===== src/rtl/sdram_arb_pkg.sv =====
// Shared types and constants for the SDRAM byte arbiter.
// State encoding, lane geometry and timeout counter width.
package sdram_arb_pkg;

  localparam int LANE_W = 8;
  localparam int LANES  = 4;
  localparam int WORD_W = LANE_W * LANES;
  localparam int TO_W   = 16;

  typedef enum logic [2:0] {
    IDLE,
    RD_ISSUE,
    RD_WAIT,
    WR_ISSUE,
    ACK
  } state_t;

endpackage


===== src/rtl/sdram_byte_lane.sv =====
// Byte lane extract and merge for a 32-bit SDRAM word.
// Lane n occupies word bits [8n+7:8n].
module sdram_byte_lane
  import sdram_arb_pkg::*;
(
  input  logic [WORD_W-1:0] word_i,
  input  logic [1:0]        lane_i,
  input  logic [LANE_W-1:0] byte_i,
  output logic [LANE_W-1:0] byte_o,
  output logic [WORD_W-1:0] word_o
);

  // select one lane for extract, replace it for merge
  always_comb begin
    byte_o = '0;
    word_o = word_i;
    for (int n = 0; n < LANES; n++) begin
      if (lane_i == 2'(n)) begin
        byte_o = word_i[n*LANE_W +: LANE_W];
        word_o[n*LANE_W +: LANE_W] = byte_i;
      end
    end
  end

endmodule


===== src/rtl/sdram_byte_arbiter.sv =====
// Two-client byte access arbiter over a word-wide SDRAM controller.
// Define SDRAM_ARB_RR_EN for round-robin; default is fixed priority.
module sdram_byte_arbiter
  import sdram_arb_pkg::*;
#(
  parameter int RD_TIMEOUT = 255
) (
  input  logic              sdram_clk,
  input  logic              rst_n,
  input  logic              c0_req,
  input  logic              c0_we,
  input  logic [23:0]       c0_addr,
  input  logic [7:0]        c0_wdata,
  output logic [7:0]        c0_rdata,
  output logic              c0_ack,
  input  logic              c1_req,
  input  logic              c1_we,
  input  logic [23:0]       c1_addr,
  input  logic [7:0]        c1_wdata,
  output logic [7:0]        c1_rdata,
  output logic              c1_ack,
  output logic [21:0]       ctl_addr,
  output logic              ctl_rw,
  output logic [31:0]       ctl_wdata,
  output logic              ctl_in_valid,
  input  logic              ctl_busy,
  input  logic [31:0]       ctl_rdata,
  input  logic              ctl_out_valid,
  output logic              err
);

  state_t            state_q, state_d;
  logic              gnt_q, gnt_d;
  logic              we_q, we_d;
  logic [23:0]       addr_q, addr_d;
  logic [7:0]        wdata_q, wdata_d;
  logic [WORD_W-1:0] word_q, word_d;
  logic [WORD_W-1:0] wword_q, wword_d;
  logic              cap_q, cap_d;
  logic [TO_W-1:0]   cnt_q, cnt_d;
  logic              err_q, err_d;
  logic [7:0]        rd0_q, rd0_d;
  logic [7:0]        rd1_q, rd1_d;
  logic              pick;
  logic [LANE_W-1:0] lane_byte;
  logic [WORD_W-1:0] lane_word;

  sdram_byte_lane u_lane (
    .word_i (word_q),
    .lane_i (addr_q[1:0]),
    .byte_i (wdata_q),
    .byte_o (lane_byte),
    .word_o (lane_word)
  );

`ifdef SDRAM_ARB_RR_EN
  logic ptr_q, ptr_d;

  // round-robin pointer, starts on client 0
  always_ff @(posedge sdram_clk) begin
    if (!rst_n) ptr_q <= 1'b0;
    else        ptr_q <= ptr_d;
  end

  // pointer client wins a tie; flip after every grant
  always_comb begin
    pick  = (c0_req && c1_req) ? ptr_q : c1_req;
    ptr_d = ptr_q;
    if (state_q == IDLE && (c0_req || c1_req)) ptr_d = ~pick;
  end
`else
  // client 0 (PPU) wins every tie
  always_comb pick = !c0_req;
`endif

  // state and datapath registers
  always_ff @(posedge sdram_clk) begin
    if (!rst_n) begin
      state_q <= IDLE;
      gnt_q   <= 1'b0;
      we_q    <= 1'b0;
      addr_q  <= '0;
      wdata_q <= '0;
      word_q  <= '0;
      wword_q <= '0;
      cap_q   <= 1'b0;
      cnt_q   <= '0;
      err_q   <= 1'b0;
      rd0_q   <= '0;
      rd1_q   <= '0;
    end else begin
      state_q <= state_d;
      gnt_q   <= gnt_d;
      we_q    <= we_d;
      addr_q  <= addr_d;
      wdata_q <= wdata_d;
      word_q  <= word_d;
      wword_q <= wword_d;
      cap_q   <= cap_d;
      cnt_q   <= cnt_d;
      err_q   <= err_d;
      rd0_q   <= rd0_d;
      rd1_q   <= rd1_d;
    end
  end

  // next state, controller handshake and client acks
  always_comb begin
    state_d      = state_q;
    gnt_d        = gnt_q;
    we_d         = we_q;
    addr_d       = addr_q;
    wdata_d      = wdata_q;
    word_d       = word_q;
    wword_d      = wword_q;
    cap_d        = cap_q;
    cnt_d        = cnt_q;
    err_d        = err_q;
    rd0_d        = rd0_q;
    rd1_d        = rd1_q;
    ctl_in_valid = 1'b0;
    ctl_rw       = 1'b0;
    c0_ack       = 1'b0;
    c1_ack       = 1'b0;
    unique case (state_q)
      IDLE: begin
        if (c0_req || c1_req) begin
          gnt_d   = pick;
          we_d    = pick ? c1_we    : c0_we;
          addr_d  = pick ? c1_addr  : c0_addr;
          wdata_d = pick ? c1_wdata : c0_wdata;
          cap_d   = 1'b0;
          cnt_d   = '0;
          state_d = RD_ISSUE;
        end
      end
      RD_ISSUE: begin
        ctl_in_valid = !ctl_busy;
        if (!ctl_busy) state_d = RD_WAIT;
      end
      RD_WAIT: begin
        if (cap_q) begin
          if (we_q) begin
            wword_d = lane_word;
            state_d = WR_ISSUE;
          end else begin
            if (gnt_q) rd1_d = lane_byte;
            else       rd0_d = lane_byte;
            state_d = ACK;
          end
        end else if (ctl_out_valid) begin
          word_d = ctl_rdata;
          cap_d  = 1'b1;
        end else if (cnt_q == TO_W'(RD_TIMEOUT - 1)) begin
          err_d = 1'b1;
          if (!we_q) begin
            if (gnt_q) rd1_d = 8'hFF;
            else       rd0_d = 8'hFF;
          end
          state_d = ACK;
        end else begin
          cnt_d = cnt_q + 1'b1;
        end
      end
      WR_ISSUE: begin
        ctl_rw       = 1'b1;
        ctl_in_valid = !ctl_busy;
        if (!ctl_busy) state_d = ACK;
      end
      ACK: begin
        c0_ack  = !gnt_q;
        c1_ack  = gnt_q;
        state_d = IDLE;
      end
      default: state_d = IDLE;
    endcase
  end

  assign ctl_addr  = addr_q[23:2];
  assign ctl_wdata = wword_q;
  assign c0_rdata  = rd0_q;
  assign c1_rdata  = rd1_q;
  assign err       = err_q;

endmodule


===== config.mk =====
export PLATFORM = sky130hd
export DESIGN_NAME = sdram_byte_arbiter
export DESIGN_NICKNAME = d
export VERILOG_FILES = /design/src/rtl/sdram_arb_pkg.sv /design/src/rtl/sdram_byte_lane.sv /design/src/rtl/sdram_byte_arbiter.sv
export SDC_FILE = /design/constraint.sdc
export NUM_CORES = 1
export LEC_CHECK = 0
export ABC_AREA = 1
export BUFFER_PORTS_ARGS = -buffer_cell sky130_fd_sc_hd__clkbuf_2
export CORE_MARGIN = 4
export CORE_UTILIZATION = 53
export DETAILED_ROUTE_END_ITERATION = 6
export HOLD_SLACK_MARGIN = 0.05
export PLACE_DENSITY = 0.83
export SYNTH_ARGS = -nofsm -noshare
export SYNTH_HDL_FRONTEND = slang
export SYNTH_SLANG_ARGS = --single-unit

===== constraint.sdc =====
create_clock -name sdram_clk -period 2 [get_ports sdram_clk]
set_clock_uncertainty 0.2 [all_clocks]
set_input_delay 0.4 -clock sdram_clk [delete_from_list [all_inputs] [get_ports sdram_clk]]
set_output_delay 0.4 -clock sdram_clk [all_outputs]
set_load 0.1 [all_outputs]

==> results.md, run 1 <==
- Max Freq: 507 MHz
- DP Wirelength: 12.8 mm
- CTS tree: built
- Worst-path maximum fanout: 4
- Worst path slowest cell: dfxtp_2
- Std-Cell Rows: 40
- Worst path max stage delay: 0.40 ns
- Stages on worst setup path: 3
- Largest net degree at the start of global routing: 67
- Data arrival, critical path: 1.37 ns
- Starting density of the core: 0.541
- Final net count: 1243
- Power Density: 1240 nW/um^2
- Count of pins over their slew limit: 0
- Top cells by count, synth: nand2_1, dfxtp_1, nor2_1
- CP endpoint kind: output port
- Via count: 6813
- Multi-input logic area: 3100 um^2
- Yosys Warn Count: 0
- Clk buf depth: 2
- Sequential Area: 2700 um^2
- Max VDD drop: 1050 uV
- Cells after Synth: 974
- Max_cap viols: 0
- H-tree Lvls: 4
- Grt ovf: 0
- # setup viols final: 0
- Crit path to: ctl_in_valid
- Syn_nets: 1080
- Yosys cell types: 32
- Area leader, netlist: dfxtp_1
- Drt wl/cell: 14.3 um
- I/O Pins: 179
- Leak: 3.71 nW
- DP Worst Slack: 0.0879 ns
- CP startpoint kind: flip-flop
- CP top delay family: flip-flops
- Antenna cells: 0
- Synth Cell Area: 6490 um^2
- Dominant cells by area after synthesis: dfxtp_1, nand2_1, o21ai_0
- Top cell type's share of synthesized area: 0.416
- P&R area growth vs syn: 27.1%
- Buf/Inv on CP: 2
- RSZ-0062 raised after global routing: true
- R2R cell count: 9
- Layout fillers: 1029
- Total track usage: 0.257
- Drt drc: 0
- Synth async-reset ratio: 0
- Antenna Nets Post-Route: 0
- CP startpoint: state_q[0]
- Design Area, Final: 8260 um^2
- Mean number of vias per cell: 5.25
- TritonCTS Buffers: 17
- Relative slew slack: 0.612
- Crit path kind: reg -> out
- Tightest Hold Check Type: in -> reg
- Number of synthesized flops with an enable pin: 0
- Min cycle time layout: 1.97 ns
- Final worst slack: 0.0262 ns
- Post-synthesis sequential area ratio: 0.416
- Root buf cell: clkbuf_16
- Critical path data required time: 1.40 ns
- Fin. Hold Viols: 0
- Final core utilization: 0.687
- Dpl cell area: 7470 um^2
- Die W: 119 um
- CTS sink count: 135
- Most common cell in the synthesized netlist: nand2_1
- Worst-Margin Slew: 0.585 ns
- PortBufs: 178
- Ratio of final minimum period to clock period: 0.987
- Initial antenna violation count: 0
- RR Endpoint: c1_rdata[6]
- Worst r2r src: state_q[2]
- Post-synth top flop: dfxtp_1
- Vias in the first global route: 6150
- Syn_area_per_cell: 6.67 um^2
- Core footprint: 12000 um^2
- Clk Latency, worst-skew pair: 0.42 ns
- Yosys reg bits: 135
- Iter 0 DRT Violations: 716
- Critical Path, Cell by Cell: inv_1 -> nor3_2 -> buf_12
- R2r setup slk: 0.06 ns
- Die Area: 14100 um^2
- Drt first pass iters: 7
- First-pass GRT wire length: 29.6 mm
- Clock transition at path regs: 0.06 ns
- Status: completed
- Post-Route WL: 18.5 mm
- GP Congestion: 0.890
- Die Height: 119 um
- Share of layout cells above drive strength 1: 0.230
==> layer usage <==
metal | global-route usage | vias to the layer above | routed length (um)
li1 | - | 3419 | -
met1 | 0.321 | 3033 | 7640
met2 | 0.418 | 320 | 8700
met3 | 0.0722 | 41 | 1710
met4 | 0.0992 | 0 | 441
met5 | 0 | - | 0
==> cell usage in the layout, fill, tap and decap left out, types with 2 or more instances in the layout <==
master and instances:
inv_6 3, dlygate4sd3_1 9, dfxtp_1 134, nor2_1 118, o21ai_0 105, nand2_1 285, clkbuf_2 173, inv_1 86
a21oi_1 61, nand3_4 2, clkinv_2 3, ha_1 2, clkbuf_16 18, buf_12 9, clkinvlp_4 4, buf_4 24
inv_2 3, nand3_1 31, clkinv_4 2, nor3_1 3, bufinv_16 2, nor2_2 3, nand4_1 10, a31oi_1 32
nor2_4 4, nand2_2 4, xor2_1 3, nand3_2 2
==> how the worst min path moves through the flow <==
| stage | from | endpoint | slack, ns | depth (start not counted) |
|---|---|---|---|---|
| after floorplan | addr_q[10] | addr_q[10] | 0.22 | 2 |
| after global placement | addr_q[13] | addr_q[13] | 0.23 | 2 |
| after detailed placement | addr_q[4] | addr_q[4] | 0.24 | 2 |
| after CTS | ctl_rdata[18] | word_q[18] | 0.05 | 3 |
| after global routing | ctl_rdata[3] | word_q[3] | 0.08 | 3 |
| final | ctl_rdata[4] | word_q[4] | 0.06 | 3 |
==> repair_timing <==
action | CTS | global route
hold endpoints to repair | 9 | 0
cloned | 0 | 3
hold buffers | 9 | 0
endpoints found under the setup margin | 4 | 30
gates resized for setup | 3 | 5
pin swaps | 0 | 4
setup buffers | 0 | 4
==> sequential cells by signal, summed over array words and instances, names as in the netlist <==
register and count:
gnt_q 1, c1_rdata 8, err 1, addr_q 24
word_q 32, c0_rdata 8, cap_q 1, state_q 3
cnt_q 16, ctl_wdata 32, wdata_q 8, we_q 1
==> worst reg2reg max path, delay by kind of cell, from the launching register on <==
kind / cells / cell delay (ns)
and+or+nand+nor: 6 / 0.91
DFF: 1 / 0.36
buffers and inverters: 3 / 0.36
==> area by class of cell <==
type / instances / share of cell area
Multi-Input combinational cell: 675 / 0.375
Tap cell: 147 / 0.0223
Clock inverter: 14 / 0.0180
Clock buffer: 18 / 0.0520
Inverter: 91 / 0.0417
Sequential cell: 135 / 0.328
Timing Repair Buffer: 217 / 0.163
==> through the flow <==
step / cells / TNS [ns] / power, mW / hold WS [ns]
after floorplan: 974 / -0.337 / 6.46 / 0.224
after global routing: 1297 / -0.198 / 10.8 / 0.0791
after CTS: 1290 / 0 / 10.2 / 0.0536
final: 1297 / 0 / 10.3 / 0.0629
after global placement: 1249 / 0 / 7.08 / 0.230
after detailed placement: 1249 / 0 / 7.12 / 0.235
==> where the power goes <==
group	internal [mW]	switching (mW)	total (mW)
Sequential	3.10	0.391	3.49
Clock	1.84	1.23	3.07
Combinational	0.908	2.81	3.71
Total	5.84	4.42	10.3
==> logic make-up (layout without fill, tap and decap cells) <==
logic type | count (synthesis) | after routing | synth area share
buffers and inverters | 166 | 340 | 0.118
adders and majority gates | 2 | 2 | 0.00385
AOI/OAI and AO/OA | 202 | 202 | 0.164
xor gates and xnor gates | 3 | 3 | 0.00405
DFF | 135 | 135 | 0.416
and+or+nand+nor | 466 | 468 | 0.294
Power figures use the tool's default switching activity.
==> inputs of run 2 (changes only) <==
Settings changed: BUFFER_PORTS_ARGS -buffer_cell sky130_fd_sc_hd__clkbuf_2 to -buffer_cell sky130_fd_sc_hd__buf_2, SLEW_MARGIN set to 20.
==> run 2 against run 1 <==
  * Utilization fell by 0.26 points
  * Power rose by 1.5%
  * Register-to-register slack improved by 0.04 ns
  * Design area is 0.38% lower
  * Maximum frequency increased by 2.7%
  * Global-route usage shrank 0.29 points
  * Combinational power about the same
  * Die area stayed put
  * Critical path type unchanged
  * Largest cell class unchanged
  * Highest routed layer unchanged
==> results.md, run 2 (same netlist as run 1, synthesis figures left out) <==
- Crit path kind: reg -> out (unchanged)
- Core footprint: 12000 um^2 (unchanged)
- Max Freq: 521 MHz (was 507 MHz)
- Root buf cell: clkbuf_16 (unchanged)
- Max VDD drop: 1230 uV (was 1050 uV)
- Commonest non-fill, non-tap cell in the layout: nand2_1 (unchanged)
- RSZ-0062 raised after global routing: false (was true)
- Clk buf depth: 2 (unchanged)
- Drt wl/cell: 14.4 um (was 14.3 um)
- Relative slew slack: 0.659 (was 0.612)
- I/O Pins: 179 (unchanged)
- Status: completed (unchanged)
- P&R area growth vs syn: 26.6% (was 27.1%)
- Tightest Hold Check Type: in -> reg (unchanged)
- Drt drc: 0 (unchanged)
- H-tree Lvls: 4 (unchanged)
- Drt first pass iters: 5 (was 7)
- Largest net degree at the start of global routing: 67 (unchanged)
- First-pass GRT wire length: 29.1 mm (was 29.6 mm)
- # setup viols final: 0 (unchanged)
- Vias in the first global route: 6122 (was 6150)
- Worst-path maximum fanout: 4 (unchanged)
- Multi-input logic area: 3090 um^2 (was 3100 um^2)
- DP Wirelength: 12.7 mm (was 12.8 mm)
- DP Worst Slack: 0.102 ns (was 0.0879 ns)
- Starting density of the core: 0.541 (unchanged)
- Power Density: 1270 nW/um^2 (was 1240 nW/um^2)
- Iter 0 DRT Violations: 752 (was 716)
- Post-Route WL: 18.5 mm (about the same)
- Initial antenna violation count: 0 (unchanged)
- Total track usage: 0.254 (was 0.257)
- Sequential Area: 2710 um^2 (was 2700 um^2)
- Critical path data required time: 1.40 ns (about the same)
- Final worst slack: 0.0790 ns (was 0.0262 ns)
- PortBufs: 178 (unchanged)
- Die W: 119 um (unchanged)
- Min cycle time layout: 1.92 ns (was 1.97 ns)
- Share of layout cells above drive strength 1: 0.231 (was 0.230)
- Fin. Hold Viols: 0 (unchanged)
- Commonest cells after routing, fill and taps aside: nand2_1, buf_2, dfxtp_1 (was nand2_1, clkbuf_2, dfxtp_1)
- Clock transition at path regs: 0.06 ns (about the same)
- Via count: 6837 (was 6813)
- Antenna Nets Post-Route: 0 (unchanged)
- CTS sink count: 135 (unchanged)
- Grt ovf: 0 (unchanged)
- Max_cap viols: 0 (unchanged)
- Worst-Margin Slew: 0.515 ns (was 0.585 ns)
- Tot Pwr: 10.4 mW (was 10.3 mW)
- Final net count: 1235 (was 1243)
- Layout fillers: 1017 (was 1029)
- Antenna cells: 0 (unchanged)
- Clk Latency, worst-skew pair: 0.41 ns (was 0.42 ns)
- Die Height: 119 um (unchanged)
- Hold WS: 0.0634 ns (was 0.0629 ns)
- Ratio of final minimum period to clock period: 0.960 (was 0.987)
- Mean number of vias per cell: 5.31 (was 5.25)
- Die Area: 14100 um^2 (unchanged)
- Data arrival, critical path: 1.32 ns (was 1.37 ns)
- CP startpoint kind: flip-flop (unchanged)
- Leak: 3.73 nW (was 3.71 nW)
- TritonCTS Buffers: 17 (unchanged)
- Count of pins over their slew limit: 0 (unchanged)
- Std-Cell Rows: 40 (unchanged)
- GP Congestion: 0.915 (was 0.890)
- CP endpoint kind: output port (unchanged)
- CTS tree: built (unchanged)
## run 2: cell types whose count changed in the layout (fill, tap and decap cells not counted), moves of 3 or more
cell	delta
buf_2	+173
clkbuf_2	-173
dlygate4sd3_1	-5
buf_4	-3
## run 2: per-stage QoR
stage,TNS (ns),std cells,area (um^2),utilization
after detailed placement,0,1249,7500,0.624
after global placement,0,1249,7500,0.624
after floorplan,-0.337,974,6520,-
final,0,1288,8220,0.685
after CTS,0,1284,8160,0.680
after global routing,0,1288,8220,0.685
## run 2: cell type report
cell class	count	share of cell area
inverters	91	0.0418
clock inverters	13	0.0207
repair buffers	210	0.157
flip-flops and latches	135	0.329
clock buffers	18	0.0534
multi-input cells	674	0.376
well taps	147	0.0224
## run 2: final timing paths
check                     from     endpoint  slack (ns)  cells after the start
hold / removal    ctl_rdata[9]    word_q[9]        0.06                      3
hold reg to reg      addr_q[3]    addr_q[3]        0.24                      2
setup reg to reg    state_q[1]  c1_rdata[7]        0.10                      8
setup / recovery    state_q[1]       c0_ack        0.08                      4
## run 2: timing repair
action	in CTS	in global routing
endpoints found under the setup margin	4	27
pin swaps	0	3
resized for setup	4	7
gates cloned	0	1
endpoints found under the hold margin	4	0
hold buffers	4	0
buffers inserted	0	3
## run 2: worst max-delay path, cell delays in order, from the launching register on
cell     delay (ns)
dfxtp_1        0.35
nor2_2         0.16
nand2_2        0.11
nor2_4         0.12
buf_12         0.18
## run 2: report_power, final
group,internal [mW],switching [mW]
logic,0.889,2.81
clock network,2.01,1.22
registers,3.10,0.398
total,5.99,4.43
## run 2: per-layer routing
layer  track usage  vias up  part of all wire
li1              -     3395                 -
met1         0.328     3010              0.41
met2         0.404      376              0.46
met3        0.0651       56             0.094
met4         0.104        0             0.030
met5             0        -                 0
==> inputs of run 3 (changes only) <==
Settings changed: RECOVER_POWER set to 25, TNS_END_PERCENT set to 30.
==> run 3 against run 2 <==
  * Critical path depth stayed put
  * Highest routed layer unchanged
  * Sequential share of layout area is 0.064 points lower
  * Wire length is 2.3% lower
  * Final cell count hardly changed
  * Register-to-register slack better by 0.03 ns
  * Flip-flop and latch count stayed put
==> results.md, run 3 (same netlist as run 1, synthesis figures left out) <==
- Clk Latency, worst-skew pair: 0.42 ns (was 0.41 ns)
- Final core utilization: 0.687 (was 0.685)
- Vias in the first global route: 6162 (was 6122)
- Final worst slack: 0.0745 ns (was 0.0790 ns)
- P&R area growth vs syn: 27.0% (was 26.6%)
- Data arrival, critical path: 1.33 ns (was 1.32 ns)
- Share of layout cells above drive strength 1: 0.230 (was 0.231)
- Count of pins over their slew limit: 0 (unchanged)
- Layout fillers: 1031 (was 1017)
- CP top delay family: flip-flops (was simple AND/OR/NAND/NOR gates)
- Leak: 3.76 nW (was 3.73 nW)
- Drt wl/cell: 14.0 um (was 14.4 um)
- CP startpoint kind: flip-flop (unchanged)
- Relative slew slack: 0.557 (was 0.659)
- Largest net degree at the start of global routing: 65 (was 67)
- Drt drc: 0 (unchanged)
- Initial antenna violation count: 0 (unchanged)
- DP Wirelength: 12.8 mm (was 12.7 mm)
- # setup viols final: 0 (unchanged)
- R2R cell count: 9 (was 8)
- RSZ-0062 raised after global routing: false (unchanged)
- Hold WS: 0.0497 ns (was 0.0634 ns)
- H-tree Lvls: 4 (unchanged)
- Commonest non-fill, non-tap cell in the layout: nand2_1 (unchanged)
- Die Area: 14100 um^2 (unchanged)
- Drt first pass iters: 5 (unchanged)
- Die W: 119 um (unchanged)
- Total track usage: 0.256 (was 0.254)
- Worst path max stage delay: 0.37 ns (was 0.35 ns)
- Commonest cells after routing, fill and taps aside: nand2_1, buf_2, dfxtp_1 (unchanged)
- Ratio of final minimum period to clock period: 0.963 (was 0.960)
- Starting density of the core: 0.541 (unchanged)
- Grt ovf: 0 (unchanged)
- Worst-Margin Slew: 0.663 ns (was 0.515 ns)
- Power Density: 1290 nW/um^2 (was 1270 nW/um^2)
- Antenna Nets Post-Route: 0 (unchanged)
- Die Height: 119 um (unchanged)
- RR Endpoint: c1_rdata[2] (was c1_rdata[7])
- Iter 0 DRT Violations: 633 (was 752)
- Clk buf depth: 2 (unchanged)
- Clock transition at path regs: 0.06 ns (about the same)
- CP endpoint kind: output port (unchanged)
- Max Freq: 519 MHz (was 521 MHz)
- Tightest Hold Check Type: in -> reg (unchanged)
- GP Congestion: 0.960 (was 0.915)
- R2r setup slk: 0.13 ns (was 0.10 ns)
- Tot Pwr: 10.6 mW (was 10.4 mW)
- DP Worst Slack: 0.103 ns (was 0.102 ns)
- Worst path slowest cell: dfxtp_4 (was dfxtp_1)
- Endpoint, Worst Hold: word_q[18] (was word_q[9])
- First-pass GRT wire length: 29.4 mm (was 29.1 mm)
- Critical path data required time: 1.40 ns (about the same)
- Fin. Hold Viols: 0 (unchanged)
- I/O Pins: 179 (unchanged)
- Status: completed (unchanged)
- TritonCTS Buffers: 17 (unchanged)
- Post-Route WL: 18.1 mm (was 18.5 mm)
- Std-Cell Rows: 40 (unchanged)
- Hold Path Stages: 3 (unchanged)
- Antenna cells: 0 (unchanged)
- Most frequent CP cell: nor2_4
- Core footprint: 12000 um^2 (unchanged)
- Min-delay src: ctl_rdata[18] (was ctl_rdata[9])
- CTS tree: built (unchanged)
- Max_cap viols: 0 (unchanged)
- Final setup TNS: 0 ns (unchanged)
- Root buf cell: clkbuf_16 (unchanged)
- Worst r2r src: cnt_q[5] (was state_q[1])
- Mean number of vias per cell: 5.20 (was 5.31)
- Via count: 6706 (was 6837)
- Min cycle time layout: 1.93 ns (was 1.92 ns)
- Worst-path maximum fanout: 4 (unchanged)
- Buf/Inv on CP: 1 (unchanged)
- Final net count: 1236 (was 1235)
- PortBufs: 178 (unchanged)
- CTS sink count: 135 (unchanged)
- Max VDD drop: 1140 uV (was 1230 uV)
- Crit path kind: reg -> out (unchanged)
- Critical Path, Cell by Cell: nor2_4 -> nand2_2 -> nor2_4 -> buf_12 (was nor2_2 -> nand2_2 -> nor2_4 -> buf_12)
## run 3: timing repair
action                                 CTS  global route
hold buffers                             3             0
setup endpoints to repair                4            22
gates resized for setup                  3            10
endpoints found under the hold margin    3             0
buffers inserted                         0             3
pin swaps                                0             4
gates cloned                             0             0
## run 3: final cells by class
class | count | area (um^2) | share of cell area
Clock inverter | 13 | 218 | 0.0264
Tap cell | 147 | 184 | 0.0223
Sequential cell | 135 | 2710 | 0.328
Multi-Input combinational cell | 673 | 3070 | 0.372
Clock buffer | 18 | 429 | 0.0520
Inverter | 91 | 344 | 0.0417
Timing Repair Buffer | 212 | 1300 | 0.157
## run 3: worst max path at each step
stage                     from            to  slack [ns]  depth (start not counted)
finish              state_q[0]        c1_ack        0.07                          4
global route        state_q[0]        c1_ack        0.02                          4
CTS                 state_q[0]  ctl_in_valid      -0.001                          3
detailed placement  state_q[2]   c0_rdata[7]        0.10                          8
global placement    state_q[2]   c0_rdata[7]        0.17                          8
floorplan           state_q[0]  ctl_in_valid       -0.34                          2
## run 3: tightest hold or removal path: cells and delay by family
kind	cells	cell delay, ns
compound gates	1	0.08
simple gates	1	0.08
buf+inv	1	0.07
## run 3: per-layer routing
| metal | GRT usage | part of all wire |
|---|---|---|
| met2 | 0.420 | 0.47 |
| met1 | 0.324 | 0.41 |
| met4 | 0.0992 | 0.028 |
| met5 | 0 | 0 |
| met3 | 0.0651 | 0.086 |
## run 3: where the power goes
| group | internal (mW) | total (mW) | switching, mW |
|---|---|---|---|
| registers | 3.10 | 3.51 | 0.407 |
| logic | 0.907 | 3.68 | 2.77 |
| clock network | 2.23 | 3.45 | 1.22 |
| total | 6.24 | 10.6 | 4.40 |
## run 3: metrics by stage
| step | instance area, um^2 | cells |
|---|---|---|
| after detailed placement | 7510 | 1252 |
| final | 8250 | 1289 |
| after CTS | 8200 | 1286 |
| after global routing | 8250 | 1289 |
| after global placement | 7510 | 1252 |
| after floorplan | 6510 | 974 |
